**src/rtl/spi_pkg.sv**
```systemverilog
// Shared definitions for the SPI target receiver: word width, FSM encoding
// and the level miso rests at while the target is deselected.
package spi_pkg;

    localparam int SPI_WORD_W = 8;

    typedef enum logic {
        IDLE   = 1'b0,
        ACTIVE = 1'b1
    } spi_state_e;

    localparam logic SPI_MISO_IDLE = 1'b1;

endpackage : spi_pkg

```
**src/rtl/spi_sync.sv**
```systemverilog
// Multi-stage flip-flop synchronizer for one asynchronous input bit; the
// reset level is supplied by the instantiating logic.
module spi_sync #(
    parameter int STAGES = 2
) (
    input  logic clk_i,
    input  logic rst_i,
    input  logic rst_val_i,
    input  logic d_i,
    output logic q_o
);

    logic [STAGES-1:0] sync_q;

    always_ff @(posedge clk_i) begin
        if (rst_i) begin
            sync_q <= {STAGES{rst_val_i}};
        end else begin
            sync_q <= {sync_q[STAGES-2:0], d_i};
        end
    end

    assign q_o = sync_q[STAGES-1];

endmodule : spi_sync

```
**src/rtl/spi_slave_rx.sv**
```systemverilog
// SPI target: sclk idles high, mosi sampled on rising sclk, LSB first.
// Received words leave on a valid/ready port; miso is fed from a one-deep holding register.
module spi_slave_rx
    import spi_pkg::*;
#(
    parameter int SYNC_STAGES = 2,
    parameter int DATA_WIDTH  = SPI_WORD_W
) (
    input  logic                  clk_i,
    input  logic                  rst_i,
    input  logic                  sclk_i,
    input  logic                  mosi_i,
    input  logic                  cs_n_i,
    output logic                  miso_o,
    output logic [DATA_WIDTH-1:0] rx_data_o,
    output logic                  rx_valid_o,
    input  logic                  rx_ready_i,
    input  logic [DATA_WIDTH-1:0] tx_data_i,
    input  logic                  tx_valid_i,
    output logic                  tx_ready_o,
    output logic                  overrun_o,
    output logic                  busy_o
);

    localparam int CNT_W = $clog2(DATA_WIDTH);
    localparam logic [CNT_W-1:0] LAST_BIT = CNT_W'(DATA_WIDTH - 1);

    logic sync_sclk, sync_mosi, sync_cs_n;
    logic sclk_rise, sclk_fall, cs_start, cs_end;

    spi_state_e state_q, state_d;

    logic                  sclk_q, cs_q;
    logic [CNT_W-1:0]      cnt_q, cnt_d;
    // Holds only the bits already received; the final bit is taken straight from mosi.
    logic [DATA_WIDTH-2:0] rx_shift_q, rx_shift_d;
    logic [DATA_WIDTH-1:0] tx_shift_q, tx_shift_d;
    logic [DATA_WIDTH-1:0] hold_q, hold_d;
    logic                  hold_full_q, hold_full_d;
    logic                  miso_q, miso_d;
    logic [DATA_WIDTH-1:0] rx_data_q, rx_data_d;
    logic                  rx_valid_q, rx_valid_d;
    logic                  overrun_q, overrun_d;

    logic [DATA_WIDTH-1:0] rx_word;
    logic                  rx_accept, tx_write, reload, word_done;

    spi_sync #(.STAGES(SYNC_STAGES)) u_sync_sclk (
        .clk_i(clk_i), .rst_i(rst_i), .rst_val_i(1'b1), .d_i(sclk_i), .q_o(sync_sclk)
    );
    spi_sync #(.STAGES(SYNC_STAGES)) u_sync_mosi (
        .clk_i(clk_i), .rst_i(rst_i), .rst_val_i(1'b1), .d_i(mosi_i), .q_o(sync_mosi)
    );
    spi_sync #(.STAGES(SYNC_STAGES)) u_sync_cs_n (
        .clk_i(clk_i), .rst_i(rst_i), .rst_val_i(1'b1), .d_i(cs_n_i), .q_o(sync_cs_n)
    );

    assign sclk_rise = sync_sclk & ~sclk_q;
    assign sclk_fall = ~sync_sclk & sclk_q;
    assign cs_start  = ~sync_cs_n & cs_q;
    assign cs_end    = sync_cs_n & ~cs_q;

    always_ff @(posedge clk_i) begin
        if (rst_i) begin
            state_q <= IDLE;
        end else begin
            state_q <= state_d;
        end
    end

    always_comb begin
        state_d = state_q;
        case (state_q)
            IDLE:    if (cs_start) state_d = ACTIVE;
            ACTIVE:  if (cs_end)   state_d = IDLE;
            default: state_d = IDLE;
        endcase
    end

    always_comb begin
        busy_o = (state_q == ACTIVE);
    end

    assign rx_word   = {sync_mosi, rx_shift_q};
    assign rx_accept = rx_valid_q & rx_ready_i;
    assign tx_write  = tx_valid_i & ~hold_full_q;

    always_comb begin
        cnt_d       = cnt_q;
        rx_shift_d  = rx_shift_q;
        tx_shift_d  = tx_shift_q;
        hold_d      = hold_q;
        hold_full_d = hold_full_q;
        miso_d      = miso_q;
        rx_data_d   = rx_data_q;
        rx_valid_d  = rx_valid_q;
        overrun_d   = overrun_q;
        reload      = 1'b0;
        word_done   = 1'b0;

        if (rx_accept) rx_valid_d = 1'b0;

        case (state_q)
            IDLE: begin
                if (cs_start) begin
                    cnt_d  = '0;
                    reload = 1'b1;
                end
            end
            ACTIVE: begin
                if (sclk_fall) begin
                    miso_d     = tx_shift_q[0];
                    tx_shift_d = tx_shift_q >> 1;
                end
                // A rise coincident with deselect still completes its word, but the
                // holding register is not consumed by a frame that is ending.
                if (sclk_rise) begin
                    rx_shift_d = rx_word[DATA_WIDTH-1:1];
                    if (cnt_q == LAST_BIT) begin
                        word_done = 1'b1;
                        cnt_d     = '0;
                        reload    = ~cs_end;
                    end else begin
                        cnt_d = cnt_q + 1'b1;
                    end
                end
                if (cs_end) begin
                    cnt_d  = '0;
                    miso_d = SPI_MISO_IDLE;
                end
            end
            default: ;
        endcase

        if (reload) begin
            tx_shift_d  = hold_full_q ? hold_q : '0;
            hold_full_d = 1'b0;
        end
        if (tx_write) begin
            hold_d      = tx_data_i;
            hold_full_d = 1'b1;
        end

        if (word_done) begin
            if (!rx_valid_q || rx_accept) begin
                rx_data_d  = rx_word;
                rx_valid_d = 1'b1;
            end else begin
                overrun_d = 1'b1;
            end
        end
    end

    always_ff @(posedge clk_i) begin
        if (rst_i) begin
            sclk_q      <= 1'b1;
            cs_q        <= 1'b1;
            cnt_q       <= '0;
            rx_shift_q  <= '0;
            tx_shift_q  <= '0;
            hold_q      <= '0;
            hold_full_q <= 1'b0;
            miso_q      <= SPI_MISO_IDLE;
            rx_data_q   <= '0;
            rx_valid_q  <= 1'b0;
            overrun_q   <= 1'b0;
        end else begin
            sclk_q      <= sync_sclk;
            cs_q        <= sync_cs_n;
            cnt_q       <= cnt_d;
            rx_shift_q  <= rx_shift_d;
            tx_shift_q  <= tx_shift_d;
            hold_q      <= hold_d;
            hold_full_q <= hold_full_d;
            miso_q      <= miso_d;
            rx_data_q   <= rx_data_d;
            rx_valid_q  <= rx_valid_d;
            overrun_q   <= overrun_d;
        end
    end

    assign miso_o     = miso_q;
    assign rx_data_o  = rx_data_q;
    assign rx_valid_o = rx_valid_q;
    assign tx_ready_o = ~hold_full_q;
    assign overrun_o  = overrun_q;

endmodule : spi_slave_rx

```
**config.mk**
```make
export PLATFORM = sky130hd
export DESIGN_NAME = spi_slave_rx
export DESIGN_NICKNAME = d
export VERILOG_FILES = /design/src/rtl/spi_pkg.sv /design/src/rtl/spi_sync.sv /design/src/rtl/spi_slave_rx.sv
export SDC_FILE = /design/constraint.sdc
export NUM_CORES = 1
export LEC_CHECK = 0
export CAP_MARGIN = 0
export CORE_MARGIN = 2
export CORE_UTILIZATION = 40
export CTS_BUF_LIST = sky130_fd_sc_hd__clkbuf_4 sky130_fd_sc_hd__clkbuf_8
export CTS_CLUSTER_SIZE = 30
export DETAILED_ROUTE_END_ITERATION = 12
export GPL_TIMING_DRIVEN = 0
export PLACE_DENSITY_LB_ADDON = 0.12
export SLEW_MARGIN = 20
export SYNTH_ARGS = -nofsm -noshare
export SYNTH_HDL_FRONTEND = slang
export SYNTH_HIERARCHICAL = 1
export SYNTH_SLANG_ARGS = --single-unit
```
**constraint.sdc**
```tcl
create_clock -name clk_i -period 2.2 [get_ports clk_i]
set_clock_uncertainty 0.05 [all_clocks]
set_input_delay 0.33 -clock clk_i [delete_from_list [all_inputs] [get_ports clk_i]]
set_output_delay 0.33 -clock clk_i [all_outputs]
set_load 0.02 [all_outputs]
```
Word level (Yosys, flattened, before mapping)
Cells that the tools add are included.
Widths: inputs -> output; s select.
{"block": "totals", "in_bits": 15, "out_inout_bits": 13, "ff_bits": 47, "wordCells": 70}
{"block": "op_classes", "reduce_logical": 12, "n_bitwise": 14, "addsub": 1, "n_mux": 25, "eq_ne": 3}
{"op": "$mux 8", "count": 4}
{"op": "$mux 1", "count": 14}
{"op": "$mux 3", "count": 4}
{"op": "$reduce_and 2->1", "count": 6}
{"op": "$not 1->1", "count": 8}
{"op": "$reduce_bool 2->1", "count": 4}
{"op": "$and 1x1->1", "count": 6}
{"op": "$pmux 3 s2", "count": 1}
{"op": "$pmux 1 s2", "count": 2}
{"op": "$add 3x1->3 const B", "count": 1}
{"op": "$eq 3x3->1 const B", "count": 1}
{"op": "$ne 3x3->1 const B", "count": 1}
{"op": "$ne 2x2->1 const B", "count": 1}
{"op": "$logic_not 1->1", "count": 1}
{"op": "$logic_or 1x1->1", "count": 1}

Logic depth before layout (Yosys ltp)
Gate-level depths: netlist of the first run.
{"block": "logic_depth", "depth_word": 8, "depth_mapped": 7, "mapped_depth_nobuf": 6}

Hierarchy
Netlist of the first run, hierarchy kept.
{"mod": "spi_slave_rx", "area_each_um2": 1707.9, "seq_area_each_um2": 820.8, "cells_per_inst": 188, "n_inst": 1}
{"mod": "spi_sync", "area_each_um2": 62.6, "seq_area_each_um2": 40.0, "cells_per_inst": 4, "n_inst": 3}

Least setup slack after synthesis of the first run
OpenSTA, ideal clock, no wires.
{"block": "synth_timing", "path_kind": "register to register", "from": "reg cnt_q[0]", "to": "reg tx_shift_q[0]", "n_path_buf": 1, "slack_ps": 489, "period_less_slack_ps": 1711, "required_time_ps": 2062, "path_stages_with_launch": 8, "arrival_time_ps": 1572, "setup_time_ps": 88, "cell_sequence": "dfxtp_1 ha_1 ha_1 nand3b_1 o31ai_4 buf_8 nand3_2 a311oi_2"}
{"block": "synth_between", "elab_chain_len": 6, "elab_cells_between_ends": 8, "classes_between": "eq/ne: 1; mux: 4; reduce/logical: 3"}
{"item": "from (decl)", "line_no": "spi_slave_rx.sv:34", "source": "logic [CNT_W-1:0] cnt_q, cnt_d;"}
{"item": "from (signal assigned)", "line_no": "spi_slave_rx.sv:170", "source": "cnt_q <= cnt_d;"}
{"item": "$eq 3x3->1 *", "line_no": "spi_slave_rx.sv:119", "source": "if (cnt_q == LAST_BIT) begin"}
{"item": "$mux 1 *", "line_no": "spi_slave_rx.sv:119"}
{"item": "$mux 1 *", "line_no": "spi_slave_rx.sv:117", "source": "if (sclk_rise) begin"}
{"item": "$pmux 1 s2 *", "line_no": "spi_slave_rx.sv:103", "source": "case (state_q)"}
{"item": "$reduce_bool 2->1 (no source line)"}
{"item": "$reduce_and 2->1 (no source line)"}
{"item": "to (signal assigned)", "line_no": "spi_slave_rx.sv:172", "source": "tx_shift_q <= tx_shift_d;"}
{"item": "to (decl)", "line_no": "spi_slave_rx.sv:37", "source": "logic [DATA_WIDTH-1:0] tx_shift_q, tx_shift_d;"}
Every way passes the cells marked *; elsewhere a longest branch is shown, timed or not.
A chain may end at the register's enable or synchronous reset.

Final worst setup path of the first run
Same ends and word-level chain as after synthesis.

==> results of run 1 <==
==> cell type report <==
type,instances,area [µm²],area share (%)
Clock buffer,7,96.3,4.09
Multi-Input combinational cell,146,905,38.4
Timing Repair Buffer,27,270,11.5
Inverter,2,7.51,0.319
Buffer,10,61.3,2.60
Clock inverter,1,7.51,0.319
Tap cell,54,67.6,2.87
Sequential cell,47,941,39.9
==> synth_stat cells (2+ instances only) <==
library cell / instances
a21oi_1: 20
a311oi_2: 7
a32oi_1: 3
clkbuf_1: 5
dfxtp_1: 47
ha_1: 2
mux2_2: 6
mux2i_1: 8
nand2_1: 41
nand2b_1: 5
nand3_1: 6
nand3b_1: 3
nand4_1: 2
nor2_1: 16
nor2b_1: 2
nor3_1: 7
or2_2: 2
==> sequential cells by signal, indices dropped and copies added (netlist names) <==
register	cells
overrun_o	1
rx_valid_o	1
u_sync_sclk/sync_q	2
rx_shift_q	7
rx_data_o	8
cs_q	1
cnt_q	3
tx_shift_q	8
miso_o	1
busy_o	1
sclk_q	1
hold_q	8
hold_full_q	1
u_sync_mosi/sync_q	2
u_sync_cs_n/sync_q	2
==> cells by family (layout without fill, tap and decap cells) <==
logic type	after synthesis	count (layout)	share of synthesized area (%)
other cells	1	6	0.198
fa+ha+maj	2	2	1.32
mux	14	14	7.79
simple gates	88	88	21.5
flops	47	47	49.6
compound gates	36	36	15.9
buf+inv	12	47	3.63
==> worst paths after layout <==
kind | startpoint | slack (ns) | cells past startpoint | to
max | cnt_q[0] | 0.25 | 7 | tx_shift_q[0]
min | rx_shift_q[0] | 0.41 | 2 | rx_shift_q[0]
max reg2reg | cnt_q[0] | 0.25 | 7 | tx_shift_q[0]
min reg2reg | rx_shift_q[0] | 0.41 | 2 | rx_shift_q[0]
==> routing by layer <==
layer	up-vias	wire, µm	global-route usage, %
met2	25	1390	21.3
met1	648	1860	20.9
met3	8	110	3.31
met4	0	70	7.41
met5	-	0	0
li1	765	-	-
==> worst min-delay path: cells and delay by family (launching register included) <==
family / cells / cell delay, ns
AO/OA/AOI/OAI: 1 / 0.05
AND/OR/NAND/NOR: 1 / 0.05
flip-flops: 1 / 0.32
==> power groups by stage <==
stage | logic [W] | clock network, W | registers [W]
2_1_floorplan | 0.000163 | 0 | 0.000936
3_5_place_dp | 0.000233 | 0 | 0.000939
5_1_grt | 0.000258 | 0.000621 | 0.000926
4_1_cts | 0.000234 | 0.000585 | 0.000919
6_report | 0.000230 | 0.000567 | 0.000919
3_3_place_gp | 0.000232 | 0 | 0.000939
==> cell usage in the layout (no fill, tap or decap), drive strengths merged, types with 7 or more instances in the layout <==
master,netlist,routed
nand3,7,7
clkdlybuf4s50,0,27
nor3,7,7
a21oi,20,20
clkbuf,5,12
dfxtp,47,47
nand2,41,41
a311oi,7,7
nor2,16,16
mux2i,8,8
==> through the flow <==
| step | hold slack, ns | util, % | power, W | cell area, µm² |
|---|---|---|---|---|
| finish | 0.409 | 50.6 | 0.00172 | 2360 |
| global route | 0.433 | 50.6 | 0.00180 | 2360 |
| floorplan | 0.381 | - | 0.00110 | 1910 |
| detailed placement | 0.392 | 48.3 | 0.00117 | 2250 |
| CTS | 0.410 | 50.6 | 0.00174 | 2360 |
| global placement | 0.390 | 48.3 | 0.00117 | 2250 |
==> run metrics, run 1 <==
# H-tree levels 2; num rows 25; DRT iter0 DRCs 57; Cell variety after synth 35; Net Sw Power 0.000428 W; ys flop type dfxtp_1; register area share after synthesis 49.6%; final hold violation count 0; CORE AREA 4660 µm²; initial antenna violation count 0; Fmax 512 MHz; TritonRoute pass-1 iters 4; Flop pwr share 53.5%; DR DRC count 0; root cell of the clock tree clkbuf_8; worst path cell trace ha_1, ha_1, nand3b_1, o31ai_4, buf_8, nand3_2, a311oi_2; Final Critical Period 1.95 ns; period utilisation layout 88.7%; Synth top area share 49.6%; grt ovf 0; # diodes 0; Synth Area per Inst 9.48 µm²; Crit Path Category flip-flop to flip-flop; Mapped Area 1900 µm²; setup ws final 0.248 ns; die width 72.8 µm; Detailed Place HPWL 2470 µm; Max Transition Viols Final 0; DR vias 1446; port bufs 27; Reg clk slew, reported paths 0.08 ns; Sw Share 24.9%; TritonCTS buffer count 5; combinational share of power 13.4%; Pwr Density 728 nW/µm²; IO Count 28; Post-synth EDFFs 0; vias per cell 4.92; asr flop ratio synth 0%; Setup Slack @ Placement 0.215 ns; crit-path most repeated cell ha_1; starting density of the core 40.7%; Syn. warnings 6; RSZ-0062 raised after global routing no; clock share of power 33.0%; CTS Sinks 47; share of cells above drive strength 1 13.8%; Post-Syn Instances 200; DR WL/cell 11.6 µm; Max-slew headroom 59.9%; Setup TNS 0 ns; Hold Crit Class flip-flop to flip-flop; Die Y-Extent 72.8 µm; routability cong. 0.732; Leak 0.889 nW; max-capacitance violation count 0; CTS hold repair buffers 0; CP endpoint kind flip-flop; pin count of the biggest net entering global routing 15; Peak VDD IR 419 µV; run status finished clean; Layout area overhead 24.3%; Synth Register Bits 47; placed insts 286; WL final 3420 µm; Post-DRT Antenna Nets 0; largest cells by area after synthesis dfxtp_1 (50%), nand2_1 (8.1%), a311oi_2 (5.5%), a21oi_1 (5.3%), mux2i_1 (4.2%); vias in the first global route 1398; CTS resizes 0; # fillers 450; Worst-Skew Late Latency 0.29 ns; Die ar. 5310 µm²; top cell family by delay on the critical path compound AO/OA/AOI/OAI gates; total internal power 0.00129 W; CP max stage delay 0.42 ns; Final setup viols 0; cell taking the most area after synthesis dfxtp_1; Layout Nets 256; global-route wire length before repair 6190 µm; crit path launch type flip-flop; WP buf/inv 1; postcts setup bufs 0; WP data required 2.36 ns; data arrival time of the worst path 2.11 ns; CTS Buffer Depth 2; Critical-path top delay cell o31ai_4; CTS tree built; Non-Filler Instances 294; Tot GR Track Use 14.9%; crit path max fanout 10; Least-Margin Pin Slew 0.599 ns
(Power assumes the default switching activity.)
==> run 2: changes to the inputs <==
- CORE_UTILIZATION: 40 -> 30
==> run 2 against run 1 <==
Against the previous run: cell area up 0.48%; highest routed layer unchanged; via count up 1.8%; hold slack better by 0.0039 ns; power down 2.5%; largest cell class unchanged; utilization down 11 points; sequential share of layout area down 0.19 points; die area up 31%; largest power group unchanged; combinational power about the same.
==> run metrics, run 2 (synthesized netlist as in run 1, its figures left out) <==
run status finished clean (unchanged); die width 83.5 µm (was 72.8 µm); CTS hold repair buffers 0 (unchanged); TritonCTS buffer count 5 (unchanged); Die ar. 6970 µm² (was 5310 µm²); CORE AREA 6030 µm² (was 4660 µm²); hold path endpoint u_sync_sclk/sync_q[1] (was rx_shift_q[0]); Least-Margin Pin Slew 0.672 ns (was 0.599 ns); global-route wire length before repair 6580 µm (was 6190 µm); Setup TNS 0 ns (unchanged); Tot GR Track Use 11.6% (was 14.9%); commonest non-fill, non-tap cells in the layout dfxtp_1 (47), nand2_1 (41), clkdlybuf4s50_1 (27) (unchanged); share of cells above drive strength 1 13.8% (unchanged); Global Route met3 Usage 3.17% (was 3.31%); DRT iter0 DRCs 64 (was 57); data arrival time of the worst path 2.08 ns (was 2.11 ns); WL final 3900 µm (was 3420 µm); starting density of the core 31.5% (was 40.7%); final hold violation count 0 (unchanged); combinational share of power 13.9% (was 13.4%); IO Count 28 (unchanged); Layout Nets 256 (unchanged); Max-slew headroom 55.2% (was 59.9%); Layout area overhead 24.9% (was 24.3%); TritonRoute pass-1 iters 4 (unchanged); max-capacitance violation count 0 (unchanged); vias per cell 4.67 (was 4.92); crit path launch type flip-flop (unchanged); DR vias 1472 (was 1446); Non-Filler Instances 315 (was 294); CTS resizes 0 (unchanged); grt ovf 0 (unchanged); Worst-Skew Late Latency 0.29 ns (about the same); GRT met1 Usage 16.9% (was 20.9%); Hold Crit Class flip-flop to flip-flop (unchanged); Sw Share 25.3% (was 24.9%); vias in the first global route 1370 (was 1398); R2R depth 7 (unchanged); period utilisation layout 87.3% (was 88.7%); Peak VDD IR 290 µV (was 419 µV); # fillers 649 (was 450); clock share of power 31.1% (was 33.0%); CTS Sinks 47 (unchanged); Net Sw Power 0.000423 W (was 0.000428 W); # diodes 0 (unchanged); CP endpoint kind flip-flop (unchanged); Reg clk slew, reported paths 0.08 ns (about the same); initial antenna violation count 0 (unchanged); RSZ-0062 raised after global routing no (unchanged); commonest non-fill, non-tap cell in the layout dfxtp_1 (unchanged); hold depth 1 (was 2); Max Transition Viols Final 0 (unchanged); postcts setup bufs 0 (unchanged); M2 GR Usage 16.0% (was 21.3%); Crit Path Category flip-flop to flip-flop (unchanged); Die Y-Extent 83.5 µm (was 72.8 µm); placed insts 307 (was 286); num rows 28 (was 25); pin count of the biggest net entering global routing 14 (was 15); Post-DRT Antenna Nets 0 (unchanged); Detailed Place HPWL 2770 µm (was 2470 µm); # H-tree levels 2 (unchanged); DR WL/cell 12.4 µm (was 11.6 µm); CTS Buffer Depth 2 (unchanged); routability cong. 0.736 (was 0.732); Pwr Density 707 nW/µm² (was 728 nW/µm²); Reg2Reg Setup Slack 0.28 ns (was 0.25 ns); RR Endpoint tx_shift_q[1] (was tx_shift_q[0]); CTS tree built (unchanged); Fmax 520 MHz (was 512 MHz); root cell of the clock tree clkbuf_8 (unchanged); crit path max fanout 10 (unchanged); Final setup viols 0 (unchanged); WP data required 2.36 ns (about the same); most used routing layer met1 (was met2); HP Start u_sync_sclk/sync_q[0] (was rx_shift_q[0]); DR DRC count 0 (unchanged); total internal power 0.00125 W (was 0.00129 W); port bufs 27 (unchanged); Leak 0.888 nW (was 0.889 nW); Flop pwr share 55.0% (was 53.5%); worst reg2reg path startpoint cnt_q[0] (unchanged); Final Critical Period 1.92 ns (was 1.95 ns); Setup crit start cnt_q[0] (unchanged)
run 2: cell count changes in the layout (fill, tap and decap cells not counted):
cell,change
clkinvlp_4,-1
clkbuf_8,-2
clkinv_2,+1
clkbuf_4,+2
run 2: worst max-delay path, stage by stage, from the launching register on:
cell      delay, ns
dfxtp_1        0.36
ha_1           0.16
ha_1           0.21
nand3b_1       0.16
o31ai_4        0.39
buf_8          0.19
nand3_1        0.12
a311oi_2       0.20
run 2: stage by stage:
step	instance area, µm²	worst slack (ns)	hold WS [ns]	total power (W)	util [%]
floorplan	1910	0.489	0.381	0.00110	-
global route	2370	0.125	0.426	0.00176	39.3
detailed placement	2280	0.152	0.394	0.00118	37.8
finish	2370	0.278	0.413	0.00167	39.3
global placement	2280	0.154	0.389	0.00117	37.8
CTS	2370	0.252	0.412	0.00170	39.3
run 2: how the worst max path moves through the flow:
stage	endpoint	slack [ns]	depth (start not counted)
2_1_floorplan	tx_shift_q[0]	0.49	7
3_3_place_gp	rx_data_o[6]	0.15	5
3_5_place_dp	rx_data_o[6]	0.15	5
4_1_cts	tx_shift_q[1]	0.25	7
5_1_grt	tx_shift_q[1]	0.12	7
6_report	tx_shift_q[1]	0.28	7
run 2: layout make-up:
type | instances | area, µm² | area share (%)
sequential | 47 | 941 | 39.7
multi-input combinational | 146 | 905 | 38.2
timing repair buffer | 27 | 270 | 11.4
tap | 75 | 93.8 | 3.96
clock buffer | 7 | 83.8 | 3.54
buffer | 10 | 61.3 | 2.59
inverter | 2 | 7.51 | 0.317
clock inverter | 1 | 5.00 | 0.211
run 2: power by group through the flow:
stage	clock, W	sequential (W)	combinational (W)
finish	0.000520	0.000920	0.000233
global route	0.000579	0.000926	0.000257
detailed placement	0	0.000940	0.000237
CTS	0.000541	0.000920	0.000237
global placement	0	0.000941	0.000233
floorplan	0	0.000936	0.000163
run 2: metal layers:
layer	wire length (µm)	part of all wire [%]	vias to the layer above
li1	-	-	767
met1	2140	55	679
met2	1570	40	19
met3	125	3.2	7
met4	66	1.7	0
met5	0	0	-
==> run 3: changes to the inputs <==
- CORE_MARGIN: 2 -> not set
==> run 3 against run 2 <==
Against the previous run: cell area is the same; critical path depth stayed put; critical path type unchanged; die area down 4.7%; power grew 0.22%; register-to-register slack improved by 0.02 ns; cell count is the same; utilization rose by 0.23 points; highest routed layer unchanged; global-route usage rose by 1.4 points; fmax rose by 1.0%; critical endpoint is now tx_shift_q[0]; clock-buffer cell count unchanged; via count about the same.
==> run metrics, run 3 (synthesized netlist as in run 1, its figures left out) <==
met3 routed WL 114 µm (was 125 µm); CP max stage delay 0.38 ns (was 0.39 ns); Sw Share 25.4% (was 25.3%); num rows 28 (unchanged); Worst-Skew Late Latency 0.29 ns (about the same); initial antenna violation count 0 (unchanged); Reg clk slew, reported paths 0.08 ns (about the same); share of cells above drive strength 1 13.8% (unchanged); Peak VDD IR 253 µV (was 290 µV); postcts setup bufs 0 (unchanged); crit path max fanout 10 (unchanged); CORE AREA 5990 µm² (was 6030 µm²); DR WL/cell 11.8 µm (was 12.4 µm); CTS resizes 0 (unchanged); Leak 0.888 nW (unchanged); # H-tree levels 2 (unchanged); DRT iter0 DRCs 75 (was 64); Flop pwr share 54.8% (was 55.0%); pin count of the biggest net entering global routing 14 (unchanged); DR vias 1471 (was 1472); Layout Nets 256 (unchanged); WL final 3730 µm (was 3900 µm); crit-path most repeated cell ha_1 (unchanged); Detailed Place HPWL 2700 µm (was 2770 µm); total internal power 0.00125 W (about the same); Critical-path top delay cell o31ai_4 (unchanged); Layout area overhead 24.9% (unchanged); Pwr Density 708 nW/µm² (was 707 nW/µm²); TritonCTS buffer count 5 (unchanged); RSZ-0062 raised after global routing no (unchanged); die width 81.5 µm (was 83.5 µm); Final setup viols 0 (unchanged); IO Count 28 (unchanged); vias per cell 4.67 (about the same); combinational share of power 13.9% (about the same); Die Y-Extent 81.5 µm (was 83.5 µm); Max-slew headroom 59.2% (was 55.2%); Die ar. 6640 µm² (was 6970 µm²); Tot GR Track Use 13.0% (was 11.6%); CTS Sinks 47 (unchanged); met2 WL 1590 µm (was 1570 µm); starting density of the core 31.6% (was 31.5%); commonest non-fill, non-tap cell in the layout dfxtp_1 (unchanged); WP data required 2.36 ns (about the same); port bufs 27 (unchanged); setup ws final 0.298 ns (was 0.278 ns); Hold Crit Class flip-flop to flip-flop (unchanged); max layer used met4 (unchanged); root cell of the clock tree clkbuf_8 (unchanged); grt ovf 0 (unchanged); final hold violation count 0 (unchanged); run status finished clean (unchanged); CP endpoint kind flip-flop (unchanged); data arrival time of the worst path 2.06 ns (was 2.08 ns); Crit Path Category flip-flop to flip-flop (unchanged); CTS hold repair buffers 0 (unchanged); clock share of power 31.3% (was 31.1%); Fmax 526 MHz (was 520 MHz); period utilisation layout 86.5% (was 87.3%); crit path launch type flip-flop (unchanged); global-route wire length before repair 6550 µm (was 6580 µm); Max Transition Viols Final 0 (unchanged); TritonRoute pass-1 iters 5 (was 4); final hold slack 0.407 ns (was 0.413 ns); CTS tree built (unchanged); # diodes 0 (unchanged); Least-Margin Pin Slew 0.612 ns (was 0.672 ns); worst path cell trace ha_1, ha_1, nand3b_1, o31ai_4, buf_8, nand3_2, a311oi_2 (was ha_1, ha_1, nand3b_1, o31ai_4, buf_8, nand3_1, a311oi_2); Post-DRT Antenna Nets 0 (unchanged); Setup Slack @ Placement 0.147 ns (was 0.152 ns); met1 wire length 1990 µm (was 2140 µm); vias in the first global route 1382 (was 1370); Post-DP Area 2280 µm² (unchanged); post-route cell area 2370 µm² (unchanged); routability cong. 0.668 (was 0.736); DR DRC count 0 (unchanged); max-capacitance violation count 0 (unchanged); commonest non-fill, non-tap cells in the layout dfxtp_1 (47), nand2_1 (41), clkdlybuf4s50_1 (27) (unchanged); Net Sw Power 0.000426 W (was 0.000423 W); CTS Buffer Depth 2 (unchanged); Final Critical Period 1.90 ns (was 1.92 ns); Setup TNS 0 ns (unchanged)
==> run 3: through the flow <==
stage,util (%),cells,total power [W]
detailed placement,38.0,307,0.00117
global placement,38.0,307,0.00117
global route,39.5,315,0.00177
finish,39.5,315,0.00168
floorplan,-,205,0.00110
CTS,39.5,315,0.00170
==> run 3: layout make-up <==
class | count | area (µm²)
buffer | 10 | 61.3
tap | 75 | 93.8
multi-input combinational | 146 | 905
inverter | 2 | 7.51
clock buffer | 7 | 83.8
sequential | 47 | 941
clock inverter | 1 | 5.00
fill | 600 | 3620
timing repair buffer | 27 | 270
==> run 3: worst paths after layout <==
kind                 startpoint       endpoint  slack (ns)  cells past startpoint
setup / recovery       cnt_q[0]  tx_shift_q[0]        0.30                      7
hold / removal    rx_shift_q[0]  rx_shift_q[0]        0.41                      2
setup reg to reg       cnt_q[0]  tx_shift_q[0]        0.30                      7
hold reg to reg   rx_shift_q[0]  rx_shift_q[0]        0.41                      2
==> run 3: power by group through the flow <==
stage	sequential (W)	combinational (W)	clock, W
after global placement	0.000941	0.000233	0
after CTS	0.000919	0.000236	0.000548
final	0.000919	0.000232	0.000525
after floorplan	0.000936	0.000163	0
after detailed placement	0.000938	0.000236	0
after global routing	0.000926	0.000258	0.000583
==> run 3: critical path, delay by kind of cell, from the launching register on <==
family                   cells  cell delay (ns)
adder cells (fa/ha/maj)      2             0.37
AO/OA/AOI/OAI                2             0.61
buffers and inverters        1             0.18
flip-flops                   1             0.36
AND/OR/NAND/NOR              2             0.24
==> run 3: metal layers <==
metal / GRT usage [%] / up-vias
li1: - / 763
met1: 18.4 / 684
met2: 18.3 / 19
met3: 3.44 / 5
met4: 5.36 / 0
met5: 0 / -
